**config.mk**
```make
export PLATFORM = sky130hd
export DESIGN_NAME = uart_ring_buffer
export DESIGN_NICKNAME = d
export VERILOG_FILES = /design/src/rtl/uart_ring_buffer_pkg.sv /design/src/rtl/uart_rb_mem.sv /design/src/rtl/uart_ring_buffer.sv
export SDC_FILE = /design/constraint.sdc
export NUM_CORES = 1
export LEC_CHECK = 0
export ABC_AREA = 1
export BUFFER_PORTS_ARGS = -buffer_cell sky130_fd_sc_hd__buf_2
export CAP_MARGIN = 10
export CORE_ASPECT_RATIO = 2
export CORE_MARGIN = 2
export CORE_UTILIZATION = 49
export DETAILED_ROUTE_END_ITERATION = 10
export HOLD_SLACK_MARGIN = 0.15
export PLACE_DENSITY = 0.77
export SYNTH_ARGS = -nofsm -noshare
export SYNTH_HDL_FRONTEND = slang
export SYNTH_SLANG_ARGS = --single-unit
```
**constraint.sdc**
```tcl
create_clock -name clk -period 2.1 [get_ports clk]
set_input_delay 0.21 -clock clk [delete_from_list [all_inputs] [get_ports clk]]
set_output_delay 0.21 -clock clk [all_outputs]
set_load 0.03 [all_outputs]
```
**src/rtl/uart_ring_buffer_pkg.sv**
```systemverilog
// uart_ring_buffer_pkg
// Shared defaults, types and debug-word field positions for the UART ring
// buffer. The typedefs are sized for the default geometry; modules that take
// DEPTH/DATA_W as parameters derive their own widths from those parameters.
package uart_ring_buffer_pkg;

  localparam int DEFAULT_DEPTH  = 4;
  localparam int DEFAULT_DATA_W = 8;

  typedef logic [DEFAULT_DATA_W-1:0]        byte_t;
  typedef logic [$clog2(DEFAULT_DEPTH)-1:0] ptr_t;
  typedef logic [$clog2(DEFAULT_DEPTH):0]   cnt_t;

  // debug : [31:16] write pointer, [15:0] read pointer
  // debug2: [31:16] dropped-write count, [15:0] occupancy
  localparam int DBG_FIELD_W  = 16;
  localparam int DBG_WP_LSB   = 16;
  localparam int DBG_RP_LSB   = 0;
  localparam int DBG_DROP_LSB = 16;
  localparam int DBG_CNT_LSB  = 0;

endpackage

```
**src/rtl/uart_rb_mem.sv**
```systemverilog
// uart_rb_mem
// DEPTH x DATA_W storage with a synchronous write port and a registered read
// port. The storage array is not reset; only the read-data register is.
// Ports:
//   clk      rising-edge clock
//   reset    asynchronous active-low reset (clears rd_data only)
//   wr_en    write strobe, wr_addr/wr_data captured on the edge
//   rd_en    read strobe, rd_data <= mem[rd_addr] on the edge, else holds
//   rd_data  registered read data
module uart_rb_mem #(
  parameter int DEPTH  = 4,
  parameter int DATA_W = 8,
  parameter int AW     = $clog2(DEPTH)
) (
  input  logic              clk,
  input  logic              reset,
  input  logic              wr_en,
  input  logic [AW-1:0]     wr_addr,
  input  logic [DATA_W-1:0] wr_data,
  input  logic              rd_en,
  input  logic [AW-1:0]     rd_addr,
  output logic [DATA_W-1:0] rd_data
);

  logic [DATA_W-1:0] mem [DEPTH];

  always_ff @(posedge clk) begin
    if (wr_en) mem[wr_addr] <= wr_data;
  end

  always_ff @(posedge clk or negedge reset) begin
    if (!reset)     rd_data <= '0;
    else if (rd_en) rd_data <= mem[rd_addr];
  end

endmodule

```
**src/rtl/uart_ring_buffer.sv**
```systemverilog
// uart_ring_buffer
// Byte-wide circular FIFO between a UART path and its consumer. Writes while
// full are dropped; reads return a registered byte with a one-cycle ack.
// Optional feature macro: UART_RING_BUFFER_DEBUG_EN enables the drop counter
// and drives debug/debug2; without it both debug words read 32'h0.
// Ports:
//   clk          rising-edge clock
//   reset        asynchronous active-low reset
//   writeEnable  push request;  data = byte to push
//   readEnable   pop request
//   dataReadAck  1 for the cycle after a successful pop
//   dataRead     popped byte (holds between pops)
//   debug        {write pointer, read pointer}, each zero-extended to 16 bits
//   debug2       {dropped-write count, occupancy}, each 16 bits
module uart_ring_buffer
  import uart_ring_buffer_pkg::*;
#(
  parameter int DEPTH  = DEFAULT_DEPTH,
  parameter int DATA_W = DEFAULT_DATA_W
) (
  input  logic              clk,
  input  logic              reset,
  input  logic              writeEnable,
  input  logic [DATA_W-1:0] data,
  input  logic              readEnable,
  output logic              dataReadAck,
  output logic [DATA_W-1:0] dataRead,
  output logic [31:0]       debug,
  output logic [31:0]       debug2
);

  localparam int PTR_W = $clog2(DEPTH);
  localparam int CNT_W = PTR_W + 1;

  logic [PTR_W-1:0] wp;
  logic [PTR_W-1:0] rp;
  logic [CNT_W-1:0] count;
  logic             full;
  logic             empty;
  logic             wr_ok;
  logic             rd_ok;

  // Flags come from the pre-edge count, so a same-cycle read never frees
  // space for a write and a same-cycle write never feeds a read.
  assign full  = (count == CNT_W'(DEPTH));
  assign empty = (count == '0);
  assign wr_ok = writeEnable && !full;
  assign rd_ok = readEnable && !empty;

  always_ff @(posedge clk or negedge reset) begin
    if (!reset) begin
      wp          <= '0;
      rp          <= '0;
      count       <= '0;
      dataReadAck <= 1'b0;
    end else begin
      dataReadAck <= rd_ok;
      if (wr_ok) wp <= wp + PTR_W'(1);
      if (rd_ok) rp <= rp + PTR_W'(1);
      case ({wr_ok, rd_ok})
        2'b10:   count <= count + CNT_W'(1);
        2'b01:   count <= count - CNT_W'(1);
        default: count <= count;
      endcase
    end
  end

  uart_rb_mem #(
    .DEPTH  (DEPTH),
    .DATA_W (DATA_W),
    .AW     (PTR_W)
  ) u_mem (
    .clk     (clk),
    .reset   (reset),
    .wr_en   (wr_ok),
    .wr_addr (wp),
    .wr_data (data),
    .rd_en   (rd_ok),
    .rd_addr (rp),
    .rd_data (dataRead)
  );

`ifdef UART_RING_BUFFER_DEBUG_EN
  logic [DBG_FIELD_W-1:0] drop_cnt;

  always_ff @(posedge clk or negedge reset) begin
    if (!reset)
      drop_cnt <= '0;
    else if (writeEnable && full && (drop_cnt != {DBG_FIELD_W{1'b1}}))
      drop_cnt <= drop_cnt + DBG_FIELD_W'(1);
  end

  assign debug  = (32'(wp) << DBG_WP_LSB) | (32'(rp) << DBG_RP_LSB);
  assign debug2 = (32'(drop_cnt) << DBG_DROP_LSB) | (32'(count) << DBG_CNT_LSB);
`else
  assign debug  = 32'h0;
  assign debug2 = 32'h0;
`endif

endmodule

```
# Yosys cells after proc, flatten, opt, wreduce, memory -nomap -nowiden
# Memory sizes are Yosys's and may differ from the RTL's. A register that Yosys moved wholly into a read port is not among the register bits.
# Cells that the tools add are included.
[word_totals]
regBits = 8
mem_bits_rw = 32
input_bits = 12
output_inout_bits = 73
wordCells = 22
n_memories = 1
[mem_list]
columns = ["name", "depth", "width", "read_ports", "rd_clocked_by_memory_dff", "wr", "line_no", "source"]
rows = [
  ["u_mem.mem", 4, 8, 1, 1, 1, "uart_rb_mem.sv:25", "logic [DATA_W-1:0] mem [DEPTH];"],
]
[classes]
n_addsub = 4
n_eq_ne = 3
muxes = 3
n_reduce_logical = 7
[ops]
columns = ["operator", "count"]
rows = [
  ["$pmux 3 s2", 1],
  ["$add 2x1->2 const B", 2],
  ["$add 3x1->3 const B", 1],
  ["$eq 3x3->1 const B", 1],
  ["$logic_not 1->1", 3],
  ["$logic_not 3->1", 1],
  ["$sub 3x1->3 const B", 1],
  ["$eq 2x1->1 const B", 1],
  ["$eq 2x2->1 const B", 1],
  ["$logic_and 1x1->1", 2],
  ["$mux 1", 2],
  ["$reduce_bool 2->1", 1],
]

# Depth between registers and ports, before layout
# Gate-level depths: netlist of run 1.
[logic_depth]
word_depth = 5
ltp_mapped = 11
depth_no_buf = 11

# By module
# From an unflattened synthesis of run 1, not the netlist that was laid out.
[hier_totals]
hier_cells = 285
hier_area_um2 = 2597.5
[modules_own_cells]
columns = ["mod", "instances", "cells_per_inst", "area_each_um2", "seq_area_each_um2"]
rows = [
  ["uart_rb_mem", 1, 167, 1686.6, 1161.1],
  ["uart_ring_buffer", 1, 118, 910.9, 200.2],
]

# Worst setup path after synthesis of run 1
# No wires, ideal clock.
[synth_timing]
path_type = "reg-to-reg"
startpoint = "register count[0]"
endpoint = "register count[2]"
setup_ns = 0.123
t_arrival_ns = 1.581
t_required_ns = 1.977
slack_ns = 0.396
path_stages_with_launch = 10
n_path_buf = 0
synth_period_minus_slack_ns = 1.704
path_cell_list = "dfrtp_1 nor2_1 nand2_1 nand2_2 ha_1 inv_1 fa_1 nand2_1 nand3_1 xor2_1"
[synth_via]
elab_chain_len = 5
word_cells_on_any_way = 12
cone_classes = "add/sub: 2; eq/ne: 3; mux: 1; reduce/logical: 6"
[synth_lines]
columns = ["element", "line_no", "source"]
rows = [
  ["start: declaration", "uart_ring_buffer.sv:37", "logic [CNT_W-1:0] count;"],
  ["start signal: assignment", "uart_ring_buffer.sv:61", "2'b10: count <= count + CNT_W'(1);"],
  ["start signal: assignment", "uart_ring_buffer.sv:62", "2'b01: count <= count - CNT_W'(1);"],
  ["start signal: assignment", "uart_ring_buffer.sv:63", "default: count <= count;"],
  ["$eq 3x3->1 / $logic_not 3->1 (equally long branches)", "uart_ring_buffer.sv:45, uart_ring_buffer.sv:46", ""],
  ["$logic_not 1->1, on equally long branches", "uart_ring_buffer.sv:47, uart_ring_buffer.sv:48", ""],
  ["$logic_and 1x1->1, on equally long branches", "uart_ring_buffer.sv:47, uart_ring_buffer.sv:48", ""],
  ["$eq 2x1->1 / $eq 2x2->1 (equally long branches)", "uart_ring_buffer.sv:60", "case ({wr_ok, rd_ok})"],
  ["$pmux 3 s2 / $reduce_bool 2->1 (equally long branches)", "n/a", ""],
]
# Several ways; a longest one is shown, not always the timed one.
# A chain may end at the register's enable or synchronous reset.

# Final worst setup path of run 1
# Ends and elaborated chain as after synthesis.

==> summary.txt, run 1 <==
Run status
  • Outcome: complete, no violations

Clock tree
  • Root Driver: clkbuf_8
  • Post-cts sizing count: 0
  • Worst-path clk slew: 0.09 ns
  • CTS Buf Count: 5
  • Clk sinks: 48
  • H-tree lvl count: 2
  • Clock Latency Late Sink: around 0.3 ns
  • CTS tree: yes
  • Max clock buf depth: 2

Detailed routing
  • Iteration-0 DRC Markers: 47
  • Post-route ant nets: 0
  • Vias: roughly 1500
  • Final WL: roughly 4100 um
  • Post-DR wirelength/cell: approximately 11 um
  • Pre-Repair DR Iteration Count: 4
  • Vias/cell: 4.15
  • DRC: 0

Setup path
  • Crit-path max FO: 7
  • Flop2flop setup slack: roughly 0.25 ns
  • CP Data Required Time: ~2.3 ns
  • Max incr delay on CP: ~0.42 ns
  • Reg2Reg Depth: 9
  • Ordered list of cells on the worst path: nor2_1, nand2_1, nand2_2, ha_1, inv_1, fa_1, nand2_1, nand3_1, xor2_1
  • Critical Path Source Type: register
  • Critical Path Sink: count[2]
  • R2r startpoint: count[0]
  • Crit. End Element: register
  • Worst EP arrival: around 2.0 ns
  • Worst setup startpoint: count[0]
  • CP dominant cell by count: nand2_1
  • Crit Path Category: reg -> reg
  • R2R Path End: count[2]
  • Critical Path Slowest Stage Cell: dfrtp_1

STA
  • Final setup margin: roughly 0.25 ns
  • Final critical-path required period: approximately 1.9 ns
  • Final hold vios: 0
  • Max Transition Viols Final: 0
  • Worst slew margin: a little over half
  • Crit share post-route: 88.1%
  • Clock skew: between 0.01 and 0.015 ns
  • Total Neg Setup Slack: 0 ns
  • Fmax: between 500 and 600 MHz
  • Setup violations, final: 0
  • WHS: about 0.19 ns
  • Worst-Margin Slew: 0.699 ns
  • RSZ-0062 raised after global routing: false

Yosys
  • Synth Register Bits: 48
  • Synth area leaders: edfxtp_1 (36%), buf_4 (18%), dfrtp_1 (15%)
  • Largest area contributor in the netlist: edfxtp_1
  • Netlist cell types: 23
  • Post-Synthesis Cell Area: around 2700 um2
  • Yosys warns: 0
  • Average cell area after synthesis: around 9.8 um2
  • Top-area cell type share of the netlist area: between 30% and 40%
  • Register area share after synthesis: 50.4%
  • Mapped Cells: roughly 280

Layout
  • Fillers: 516
  • Share of cells above drive strength 1: between 10% and 20%
  • Synth-to-layout area growth: 4.40%
  • Nets: 329
  • Antenna diodes: 0

Placement
  • Post-place setup slack: between 0.2 and 0.3 ns
  • I/O Buffers: 20
  • Global placement routability congestion: between 0.7 and 0.8
  • Hpwl dp: 3060 um

GRT
  • Global-route met2 utilization: 28.0%
  • Number of global-route vias before repair: ~1500
  • GR peak layer: met2
  • Largest net degree at the start of global routing: 19
  • Routing usage on met3: approximately 3.3%
  • Initial antenna violation count: 0
  • Total track usage: between 10% and 20%
  • First-pass GRT wire length: ~6700 um
  • Gr ovfl total: 0
  • Met1 Track Usage GR: between 10% and 20%

Power and ir drop
  • Leak: 1.48 nW
  • Peak supply drop: slightly above 800 uV
  • Power after layout: 3.61 mW
  • P per Cell Area: 1280 nW/um2

Die
  • Die height: 109 um
  • Initial Util: just over 50%
  • Core Region: approximately 5400 um2
  • Row cnt: 38
  • Die Footprint: ~6200 um2
  • IO Pins: 85
  • Die width: between 50 and 60 um

Hold path
  • Hold Crit Class: in -> reg

Run
  • Max-cap violations: 0
kinds of logic after synthesis:
kind of cell / after synthesis / synth area share [%]
flops: 48 / 50.4
simple gates: 97 / 17.2
fa+ha+maj: 6 / 3.06
xor+xnor: 5 / 1.62
buf+inv: 116 / 27.2
compound gates: 2 / 0.370
other cells: 1 / 0.139
flip-flops by register name, summed over array words and instances, names as in the netlist:
name,flops
count,3
u_mem.rd_data,8
rp,2
wp,2
u_mem.mem,32
dataReadAck,1
synth_stat cells (all sizes together):
| cell type | n |
|---|---|
| buf | 69 |
| o21ai | 2 |
| ha | 5 |
| nor2 | 5 |
| bufinv | 1 |
| xor2 | 3 |
| dfrtp | 16 |
| inv | 46 |
| conb | 1 |
| xnor2 | 2 |
| fa | 1 |
| nand2 | 74 |
| nand3 | 18 |
| edfxtp | 32 |
layer usage:
metal / wire (um) / share of wire [%]
met1: 1460 / 35
met4: 91 / 2.2
met3: 247 / 6.0
met5: 0 / 0
met2: 2330 / 56
cell usage in the layout, fill, tap and decap left out, types with 2 or more instances in the layout:
master	instances
dfrtp_1	16
conb_1	64
buf_4	6
nor2_1	5
ha_1	5
clkbuf_8	5
xnor2_1	2
edfxtp_1	32
inv_1	44
nand2_2	10
buf_2	20
nand2_1	63
nand3_1	9
dlygate4sd3_1	9
nand3_2	9
xor2_1	3
through the flow:
| stage | area (um2) | std cells | utilization, % |
|---|---|---|---|
| detailed placement | 2620 | 355 | 48.7 |
| global route | 2820 | 372 | 52.5 |
| floorplan | 2940 | 338 | - |
| CTS | 2820 | 372 | 52.5 |
| finish | 2820 | 372 | 52.5 |
| global placement | 2620 | 355 | 48.7 |
what timing repair did:
item / CTS / global route
endpoints found under the hold margin: 48 / 0
setup buffers: 0 / 0
hold buffers: 9 / 0
worst min-delay path by stage:
stage / to / startpoint / slack (ns) / cells after the start
after global routing: wp[1] / writeEnable / 0.20 / 3
after global placement: u_mem.rd_data[3] / reset / 0.14 / 1
after CTS: wp[1] / writeEnable / 0.19 / 3
after floorplan: count[0] / reset / -0.09 / 0
after detailed placement: u_mem.rd_data[3] / reset / 0.15 / 1
final: wp[1] / writeEnable / 0.19 / 3
report_power, final:
group / internal, mW / switching (mW)
Sequential: 1.30 / 0.170
Clock: 0.352 / 0.293
Combinational: 0.494 / 1.01
Total: 2.14 / 1.47
final cells by class:
class | instances | area [um2] | share of cell area, %
Clock buffer | 5 | 68.8 | 2.44
Clock inverter | 3 | 42.5 | 1.51
Inverter | 47 | 195 | 6.92
Multi-Input combinational cell | 174 | 841 | 29.8
Sequential cell | 48 | 1360 | 48.3
Tap cell | 60 | 75.1 | 2.66
Timing Repair Buffer | 35 | 235 | 8.34
worst max-delay path: cells and delay by family, from the launching register on:
| kind | cells | cell delay, ns |
|---|---|---|
| and+or+nand+nor | 5 | 0.56 |
| buffers and inverters | 1 | 0.06 |
| adders and majority gates | 2 | 0.55 |
| xor gates and xnor gates | 1 | 0.14 |
| DFF | 1 | 0.42 |
No activity file was read; power rests on OpenSTA's default activity.
==> run 2: changes to the inputs <==
--- a/config.mk
+++ b/config.mk
@@ -13,7 +13,7 @@
 export CORE_UTILIZATION = 49
 export DETAILED_ROUTE_END_ITERATION = 10
 export HOLD_SLACK_MARGIN = 0.15
-export PLACE_DENSITY = 0.77
+export PLACE_DENSITY = 0.79
 export SYNTH_ARGS = -nofsm -noshare
 export SYNTH_HDL_FRONTEND = slang
 export SYNTH_SLANG_ARGS = --single-unit
==> run 2 against run 1 <==
Effect of this change: clock power is 3% lower; global-route usage is 1.2 points lower; non-clock buffer count is 1 lower; worst setup slack worse by 0.11 ns; sequential power hardly changed; first-iteration DRC count decreased by 60%; via count down 1.1%; clock skew fell by 0.0059 ns; combinational power is 3% lower.
==> summary.txt, run 2 (same netlist as run 1, synthesis figures left out) <==
Clock tree
  • H-tree lvl count: 2
  • CTS tree: yes
  • CTS Buf Count: 5
  • Clock Latency Late Sink: about 0.30 ns
  • Max clock buf depth: 2
  • Worst-path clk slew: roughly 0.080 ns
  • Clk sinks: 48
  • Setup repair bufs after CTS: 0
  • Root Driver: clkbuf_8

Detailed routing
  • Final WL: approximately 4000 um
  • Post-route ant nets: 0
  • DRC: 0
  • Iteration-0 DRC Markers: 19
  • Vias/cell: 4.12
  • Pre-Repair DR Iteration Count: 4
  • Vias: 1528
  • Post-DR wirelength/cell: around 11 um

Layout
  • Most frequent cells in the layout: conb_1 (64), nand2_1 (63), inv_1 (44)
  • Commonest non-fill, non-tap cell in the layout: conb_1
  • Top Registers: u_mem.mem x32, u_mem.rd_data x8, count x3
  • Share of cells above drive strength 1: between 10% and 20%
  • Most flop-heavy register: u_mem.mem
  • Antenna diodes: 0
  • Final Instance Area: around 2800 um2
  • Nets: 328
  • Synth-to-layout area growth: 4.03%
  • Max reg flops: 32

Setup path
  • R2R Path End: count[2]
  • CP Data Required Time: ~2.3 ns
  • Worst setup startpoint: count[0]
  • Flop2flop setup slack: approximately 0.14 ns
  • Crit Path Category: reg -> reg
  • Worst EP arrival: between 2 and 2.5 ns
  • Crit-path max FO: 7
  • R2r startpoint: count[0]
  • Crit. End Element: register
  • Reg2Reg Depth: 10
  • Critical Path Source Type: register

Power and ir drop
  • P per Cell Area: ~1300 nW/um2
  • Leak: between 1 and 1.5 nW
  • Pint: between 2 and 2.5 mW
  • Switching share of power: about two fifths
  • Sequential power share: a little over two fifths
  • Peak supply drop: around 680 uV
  • Switching power: about 1.5 mW
  • Combinational power share: around two fifths
  • Clock Power Share: between 15 and 20%

STA
  • Final hold vios: 0
  • Worst slew margin: 55.9%
  • Crit share post-route: a little over 90%
  • Worst-Margin Slew: 0.661 ns
  • Setup violations, final: 0
  • Final critical-path required period: roughly 2 ns
  • Clock skew: roughly 0.0063 ns
  • Final setup margin: about 0.14 ns
  • RSZ-0062 raised after global routing: false
  • Max Transition Viols Final: 0
  • Fmax: about 510 MHz
  • Total Neg Setup Slack: 0 ns

Hold path
  • Hold_sp: writeEnable
  • Hold Crit Depth: 3
  • Hold Crit Class: in -> reg
  • Hold Path End: wp[1]

GRT
  • Initial antenna violation count: 0
  • Largest net degree at the start of global routing: 19
  • Total track usage: 13.4%
  • Global-route met2 utilization: roughly a quarter
  • GR peak layer: met2
  • Number of global-route vias before repair: around 1400
  • First-pass GRT wire length: 6150 um
  • Routing usage on met3: under 10%
  • Gr ovfl total: 0
  • Met1 Track Usage GR: ~11%

Run status
  • Outcome: complete, no violations

Placement
  • Hpwl dp: just over 3000 um
  • Post-Place Cell Area: between 2000 and 3000 um2
  • Post-place setup slack: 0.186 ns
  • I/O Buffers: 20
  • Global placement routability congestion: about 0.72

Die
  • Row cnt: 38
  • Initial Util: about half
  • Core Region: 5370 um2
  • IO Pins: 85
  • Die height: about 110 um
  • Die Footprint: approximately 6200 um2
  • Die width: between 50 and 60 um

Run
  • Max-cap violations: 0
## run 2: changes by cell type in the layout (fill, tap and decap cells not counted)
cell        previous run  this run
nor2_2                 0         1
nor2_1                 5         4
clkinv_1               0         2
buf_4                  6         5
clkinv_2               1         0
clkinvlp_4             1         0
## run 2: metal layers
| metal | vias to the layer above | routed length, um |
|---|---|---|
| li1 | 769 | - |
| met1 | 685 | 1320 |
| met2 | 64 | 2280 |
| met3 | 10 | 223 |
| met4 | 0 | 133 |
| met5 | - | 0 |
## run 2: stage by stage
| stage | util, % | instances | power (mW) | hold slack, ns |
|---|---|---|---|---|
| detailed placement | 48.6 | 354 | 2.97 | 0.131 |
| global route | 52.3 | 371 | 3.86 | 0.201 |
| global placement | 48.6 | 354 | 2.93 | 0.130 |
| CTS | 52.2 | 371 | 3.63 | 0.199 |
| finish | 52.3 | 371 | 3.58 | 0.207 |
| floorplan | - | 338 | 2.80 | -0.0856 |
## run 2: repair_timing
action,CTS,global route
setup endpoints to repair,0,1
hold buffers,9,0
resized for setup,0,1
endpoints found under the hold margin,48,0
## run 2: worst max-delay path by stage
stage,to,slack [ns],cells past startpoint
floorplan,count[2],0.40,9
global placement,count[2],0.32,9
detailed placement,count[2],0.19,9
CTS,count[2],0.10,10
global route,count[2],0.03,10
finish,count[2],0.14,10
## run 2: layout make-up
class	instances	area (um2)
tap	60	75.1
clock buffer	5	68.8
fill	504	2560
multi-input combinational	174	843
inverter	47	195
timing repair buffer	34	228
clock inverter	3	37.5
sequential	48	1360
## run 2: power groups by stage
stage               Combinational (mW)  Sequential [mW]  Clock [mW]
floorplan                         1.22             1.57           0
global placement                  1.42             1.51           0
detailed placement                1.46             1.52           0
CTS                               1.48             1.50       0.646
global route                      1.64             1.53       0.682
finish                            1.46             1.50       0.626
## run 2: worst max-delay path, stage by stage (launching register included)
cell     delay [ns]
dfrtp_1        0.43
nor2_2         0.15
nand2_1        0.10
nand2_2        0.14
ha_1           0.21
inv_1          0.08
fa_1           0.38
inv_1          0.08
nand2_1        0.07
nand3_1        0.11
xor2_1         0.15
